<file path="src/rtl/lcd_vram_arbiter.sv">
// Arbitrates one single-port VRAM between the LCD scan-out fetch path and a CPU
// req/ack port; display has priority, CPU is served after at most CPU_SLOT display grants.
module lcd_vram_arbiter #(
  parameter int ADDR_W   = 11,
  parameter int DATA_W   = 8,
  parameter int CPU_SLOT = 4
) (
  input  logic              clk,
  input  logic              rst_n,
  input  logic              disp_req,
  input  logic [ADDR_W-1:0] disp_addr,
  output logic [DATA_W-1:0] disp_data,
  output logic              disp_valid,
  input  logic              cpu_req,
  input  logic              cpu_we,
  input  logic [ADDR_W-1:0] cpu_addr,
  input  logic [DATA_W-1:0] cpu_wdata,
  output logic              cpu_ack,
  output logic [DATA_W-1:0] cpu_rdata,
  output logic              ram_en,
  output logic              ram_we,
  output logic [ADDR_W-1:0] ram_addr,
  output logic [DATA_W-1:0] ram_wdata,
  input  logic [DATA_W-1:0] ram_rdata,
  input  logic              ovr_clr,
  output logic              disp_overrun
);

  localparam int STREAK_W = $clog2(CPU_SLOT + 1);

  typedef enum logic [2:0] {
    IDLE      = 3'd0,
    DISP_RD   = 3'd1,
    DISP_WAIT = 3'd2,
    CPU_ACC   = 3'd3,
    CPU_WAIT  = 3'd4
  } state_t;

  state_t              state;
  state_t              state_nxt;
  logic                disp_pend;
  logic [ADDR_W-1:0]   disp_addr_q;
  logic [ADDR_W-1:0]   fetch_addr;
  logic [STREAK_W-1:0] streak;
  logic                decide;
  logic                disp_elig;
  logic                cpu_elig;
  logic                grant_disp;
  logic                grant_cpu;

  always_ff @(posedge clk or negedge rst_n) begin
    if (!rst_n) state <= IDLE;
    else        state <= state_nxt;
  end

  // Arbitration: the CPU is masked while its own ack is still in flight so it is never served twice.
  always_comb begin
    decide     = (state == IDLE) || (state == DISP_WAIT) || (state == CPU_WAIT);
    disp_elig  = disp_pend | disp_req;
    cpu_elig   = cpu_req & ~cpu_ack & (state != CPU_WAIT);
    grant_cpu  = decide & cpu_elig & (~disp_elig | (streak == STREAK_W'(CPU_SLOT)));
    grant_disp = decide & disp_elig & ~grant_cpu;
    state_nxt  = state;
    case (state)
      DISP_RD: state_nxt = DISP_WAIT;
      CPU_ACC: state_nxt = CPU_WAIT;
      default: state_nxt = grant_disp ? DISP_RD : (grant_cpu ? CPU_ACC : IDLE);
    endcase
  end

  always_comb begin
    ram_en    = 1'b0;
    ram_we    = 1'b0;
    ram_addr  = '0;
    ram_wdata = '0;
    case (state)
      DISP_RD: begin
        ram_en   = 1'b1;
        ram_addr = fetch_addr;
      end
      CPU_ACC: begin
        ram_en    = 1'b1;
        ram_we    = cpu_we;
        ram_addr  = cpu_addr;
        ram_wdata = cpu_wdata;
      end
      default: ;
    endcase
  end

  // One-deep display request buffer; a request arriving while it is occupied is dropped.
  always_ff @(posedge clk or negedge rst_n) begin
    if (!rst_n) begin
      disp_pend    <= 1'b0;
      disp_addr_q  <= '0;
      fetch_addr   <= '0;
      disp_overrun <= 1'b0;
    end else begin
      if (grant_disp) begin
        fetch_addr <= disp_pend ? disp_addr_q : disp_addr;
        disp_pend  <= 1'b0;
      end else if (disp_req && !disp_pend) begin
        disp_addr_q <= disp_addr;
        disp_pend   <= 1'b1;
      end
      if (disp_req && disp_pend) disp_overrun <= 1'b1;
      else if (ovr_clr)          disp_overrun <= 1'b0;
    end
  end

  always_ff @(posedge clk or negedge rst_n) begin
    if (!rst_n) begin
      streak <= '0;
    end else if (grant_disp || grant_cpu) begin
      if (grant_cpu || !cpu_elig)                streak <= '0;
      else if (streak != STREAK_W'(CPU_SLOT))    streak <= streak + 1'b1;
    end
  end

  // Response stage: RAM data captured in the wait state, completion pulses one cycle later.
  always_ff @(posedge clk or negedge rst_n) begin
    if (!rst_n) begin
      disp_valid <= 1'b0;
      disp_data  <= '0;
      cpu_ack    <= 1'b0;
      cpu_rdata  <= '0;
    end else begin
      disp_valid <= (state == DISP_WAIT);
      cpu_ack    <= (state == CPU_WAIT);
      if (state == DISP_WAIT)            disp_data <= ram_rdata;
      if (state == CPU_WAIT && !cpu_we)  cpu_rdata <= ram_rdata;
    end
  end

endmodule

</file>
<file path="config.mk">
export PLATFORM = sky130hd
export DESIGN_NAME = lcd_vram_arbiter
export DESIGN_NICKNAME = d
export VERILOG_FILES = /design/src/rtl/lcd_vram_arbiter.sv
export SDC_FILE = /design/constraint.sdc
export NUM_CORES = 1
export LEC_CHECK = 0
export CORE_AREA = 4 4 78 80
export CTS_BUF_LIST = sky130_fd_sc_hd__clkbuf_16
export DETAILED_ROUTE_END_ITERATION = 8
export DIE_AREA = 0 0 82 84
export GPL_TIMING_DRIVEN = 0
export PLACE_DENSITY = 0.84
export SKIP_CTS_REPAIR_TIMING = 1
export SKIP_LAST_GASP = 1
export SYNTH_ARGS = -nofsm -noshare
export SYNTH_HDL_FRONTEND = slang
export SYNTH_SLANG_ARGS = --single-unit
</file>
<file path="constraint.sdc">
create_clock -name clk -period 2.5 [get_ports clk]
set_clock_uncertainty 0.1 [all_clocks]
set_input_delay 0.5 -clock clk [delete_from_list [all_inputs] [get_ports clk]]
set_output_delay 0.5 -clock clk [all_outputs]
set_load 0.01 [all_outputs]
</file>
# == After elaboration in Yosys (flattened, before gate mapping) ==
# Index checks and enable logic that the tools add are counted.
# op_classes
n_reduce_logical,17
mux,14
n_addsub,1
bitwise_logic,12
eq_ne,7
# op_table
cell,count
$pmux 11 s2,1
$mux 11,1
$mux 8,1
$and 1x1->1,6
$eq 3x2->1 const B,2
$eq 3x3->1 const B,2
$mux 1,6
$mux 3,2
$ne 3x3->1 const B,2
$pmux 3 s2,1
$reduce_bool 2->1,3
$logic_or 1x1->1,4
$mux 2,2
$not 1->1,4
$reduce_and 2->1,2
$add 3x1->3 const B,1
$eq 3x1->1 const B,1
$logic_and 1x1->1,3
$logic_not 1->1,3
$logic_not 3->1,1
$or 1x1->1,2
$reduce_or 2->1,1
# totals
reg_bits,48
inputBits,44
wordCells,61
out_inout_bits,40

# == Longest topological paths before layout ==
# logic_depth
ltp_word,9
depth_mapped,8
ltp_nobuf,6

# == Least setup slack after synthesis ==
# Ideal clock, no wire load.
# synth_path
path_type,input to register
from,in cpu_req
to,reg disp_addr_q[10]
setup_time_ns,0.125
path_buffers,2
setup_slack_ns,0.413
stages,6
t_arrival_ns,1.862
required_ns,2.275
path_cell_list,or4b_4 -> nand2b_4 -> buf_6 -> a21oi_4 -> buf_12 -> mux2_4
# synth_via
elab_chain_len,8
# synth_rtl
element,line,text
"start, declared",14,"input logic cpu_req,"
$and 1x1->1 (2 in a row),60,cpu_elig = cpu_req & ~cpu_ack & (state != CPU_WAIT);
$and 1x1->1 (2 in a row),61,grant_cpu = decide & cpu_elig & (~disp_elig | (streak == STREAK_W'(CPU_SLOT)));
$not 1->1,62,grant_disp = decide & disp_elig & ~grant_cpu;
$and 1x1->1,62,
$not 1->1 (no source line),-,
$reduce_and 2->1 (no source line),-,
"end signal, assigned",103,disp_addr_q <= disp_addr;
"end, declared",42,logic [ADDR_W-1:0] disp_addr_q;
# Every way passes these cells.
# A chain may end at the register's enable or synchronous reset.

# == Final worst setup path ==
# layout_path
from,reg state[2]
to,out ram_wdata[0]
# layout_via
elab_chain_len,2
# layout_rtl
element,line,text
"start, declared",39,state_t state;
"start signal, assigned",53,else state <= state_nxt;
$eq 3x2->1,76,case (state)
$mux 8,76,
"end, declared",23,"output logic [DATA_W-1:0] ram_wdata,"
# Every way passes these cells.

==> results by group <==
Outcome
  – Status: finished clean

Critical path
  – Length in cells of the worst reg-to-reg path: 7
  – Crit Reg-Reg Startpoint: state[2]
  – CP Launch Type: flop
  – Crit. End Element: primary output
  – WP data required: 1900 ps
  – Crit path kind: flop to primary output
  – Arrival time at the worst endpoint: 1810 ps
  – FF-to-FF End: disp_addr_q[8]
  – R2R Setup Slk: 200 ps
  – Crit path launch: state[2]
  – Crit path max fanout: 10

Timing
  – Final number of setup-violating endpoints: 0
  – Actual slew at the worst max-slew pin: 708 ps
  – Hold Vio Cnt, Final: 0
  – Crit share post-route: 0.965
  – Fin. max-slew vios: 0
  – Achievable frequency: 0.414 GHz
  – RSZ-0062 raised after global routing: false
  – Min Clock Period, post-route: 2410 ps
  – Final worst setup slack: 87.1 ps
  – Worst rel slew slack: 0.528

Floorplan
  – Core box area: 5410 um^2
  – Number of I/O pins: 84
  – DIE HEIGHT: 84 um
  – Initial Util: 0.426
  – Die W: 82 um
  – Die ar.: 6890 um^2
  – Num rows: 27

Finish
  – Final nets: 327
  – Finished Cell Area: 3410 um^2
  – Layout area overhead: 48.3%
  – Number of fillers in the final layout: 444
  – Ratio of cells with drive above 1 in the final layout: 0.160
  – Antenna diodes: 0

Pwr
  – Leak pwr: 1.51 nW
  – P per Cell Area: 1250 nW/um^2
  – Peak VDD IR: 552 uV

Route
  – # DRC: 0
  – DRT Pass-1 Iters: 4
  – DR vias: 1805
  – Final ANT Viol Nets: 0
  – Post-DR vias/cell: 5.11
  – DR iter-0 viols: 102
  – Final wirelength: 5820 um
  – Wirelength per Cell: 16.5 um

Logic synthesis
  – Synth top cells by count: dfrtp_1 (48), mux2i_1 (22), mux2_2 (14)
  – Main synth FF type: dfrtp_1
  – Synth Instances: 189
  – Syn Nets: 235
  – Dominant cell by count in the synthesized netlist: dfrtp_1
  – Post-synth top area share: 0.522
  – Area leader, netlist: dfrtp_1
  – Synth area leaders: dfrtp_1 (52%), mux2i_1 (9.6%), mux2_2 (6.9%), mux2_4 (6.5%), a31oi_1 (3.0%)
  – Register area share after synthesis: 0.522
  – Cell variety after synth: 31
  – Mapped cell area: 2300 um^2
  – Yosys warns: 0
  – Syn_area_per_cell: 12.2 um^2
  – Synth Register Bits: 48
  – Number of flops mapped to enable cells by yosys: 0
  – Asr flop ratio synth: 1.00

Clock tree
  – Worst-skew pair later-pin latency: 280 ps
  – CTS HTree Levels: 2
  – Reg clk slew, reported paths: 60 ps
  – TritonCTS buffer count: 5
  – CTS tree: yes
  – CTS sink count: 48
  – Longest Clk Path Bufs: 2
  – Clock Tree Root: clkbuf_16

Place
  – HPWL after DPL: 4460 um
  – RePlAce Congestion: 0.746
  – IO buf count: 83
  – Worst slack, placed: -161 ps
  – DP Area: 3240 um^2

Global route
  – GRT overflow: 0
  – Initial antenna violation count: 0
  – GRT Util Overall: 0.175
  – Largest net degree at the start of global routing: 26
  – Vias in the first global route: 1866
  – First-pass GRT wire length: 9270 um

Run
  – Total of max-cap violations: 0

Worst hold path
  – Min-delay worst type: input pin to async pin
==> critical path: stages, from the launching register on <==
cell	delay, ps
dfrtp_1	410
nand2b_4	170
inv_1	70
clkbuf_4	170
and3_1	180
clkdlybuf4s50_1	540
==> worst max-delay path by stage <==
| stage | slack (ps) | endpoint | cells past startpoint |
|---|---|---|---|
| 5_1_grt | 20 | ram_wdata[0] | 5 |
| 2_1_floorplan | 410 | disp_addr_q[10] | 6 |
| 6_report | 90 | ram_wdata[0] | 5 |
| 3_3_place_gp | -500 | disp_valid | 1 |
| 4_1_cts | -370 | ram_addr[7] | 5 |
| 3_5_place_dp | -160 | disp_addr_q[3] | 7 |
==> layout make-up <==
cell class | instances | area [um^2] | area share
plain buffers | 15 | 91.3 | 0.0268
clock buffers | 5 | 125 | 0.0367
clock inverters | 2 | 12.5 | 0.00367
inverters | 4 | 15.0 | 0.00440
multi-input cells | 121 | 1010 | 0.295
flip-flops and latches | 48 | 1200 | 0.352
well taps | 72 | 90.1 | 0.0264
repair buffers | 86 | 871 | 0.255
==> report_power, final <==
group	internal, mW	switching (mW)	leakage, nW	total (mW)
Clock	0.363	0.281	0.0673	0.644
Combinational	1.26	0.970	0.864	2.23
Sequential	1.16	0.240	0.574	1.40
==> per-stage QoR <==
stage / TNS, ps / hold slack [ps] / power [mW] / util / instances
CTS: -4410 / 142 / 4.27 / 0.626 / 352
floorplan: 0 / 104 / 2.64 / - / 189
global placement: -25920 / 369 / 3.51 / 0.596 / 344
global route: 0 / 181 / 4.56 / 0.631 / 353
detailed placement: -2020 / 376 / 3.60 / 0.600 / 345
finish: 0 / 125 / 4.28 / 0.631 / 353
==> logic make-up (layout without fill, tap and decap cells) <==
logic type / Yosys count / count (layout) / share of synthesized area
AO/OA/AOI/OAI: 31 / 31 / 0.0821
adder cells (fa/ha/maj): 2 / 2 / 0.0109
flip-flops: 48 / 48 / 0.522
AND/OR/NAND/NOR: 39 / 39 / 0.0973
multiplexers: 49 / 49 / 0.244
buffers and inverters: 20 / 112 / 0.0435
==> cells in the final DEF, fill, tap and decap left out, types with 2 or more instances in the layout <==
master	n
dfrtp_1	48
nor3b_1	3
clkdlybuf4s50_1	81
inv_1	4
o21ai_0	3
nor2_1	13
nor2b_1	2
buf_2	2
clkbuf_2	2
mux2_2	14
clkbuf_16	5
a21oi_1	13
mux2i_1	22
ha_1	2
mux2_4	10
mux2_1	3
nand3_1	2
nand2b_4	2
and3_1	9
nand2_1	3
buf_4	3
clkbuf_1	7
a31oi_1	11
==> routing by layer <==
metal | share of wire | up-vias | track usage
met5 | 0 | - | 0
met4 | 0.013 | 0 | 0.0498
met2 | 0.51 | 61 | 0.301
met1 | 0.41 | 882 | 0.213
li1 | - | 857 | -
met3 | 0.068 | 5 | 0.0421
==> registers in the layout (all words and copies together) (netlist names) <==
register / flops
disp_addr_q: 11
fetch_addr: 11
cpu_rdata: 8
disp_data: 8
state: 3
streak: 3
cpu_ack: 1
disp_overrun: 1
disp_pend: 1
disp_valid: 1
(Power assumes the default switching activity.)
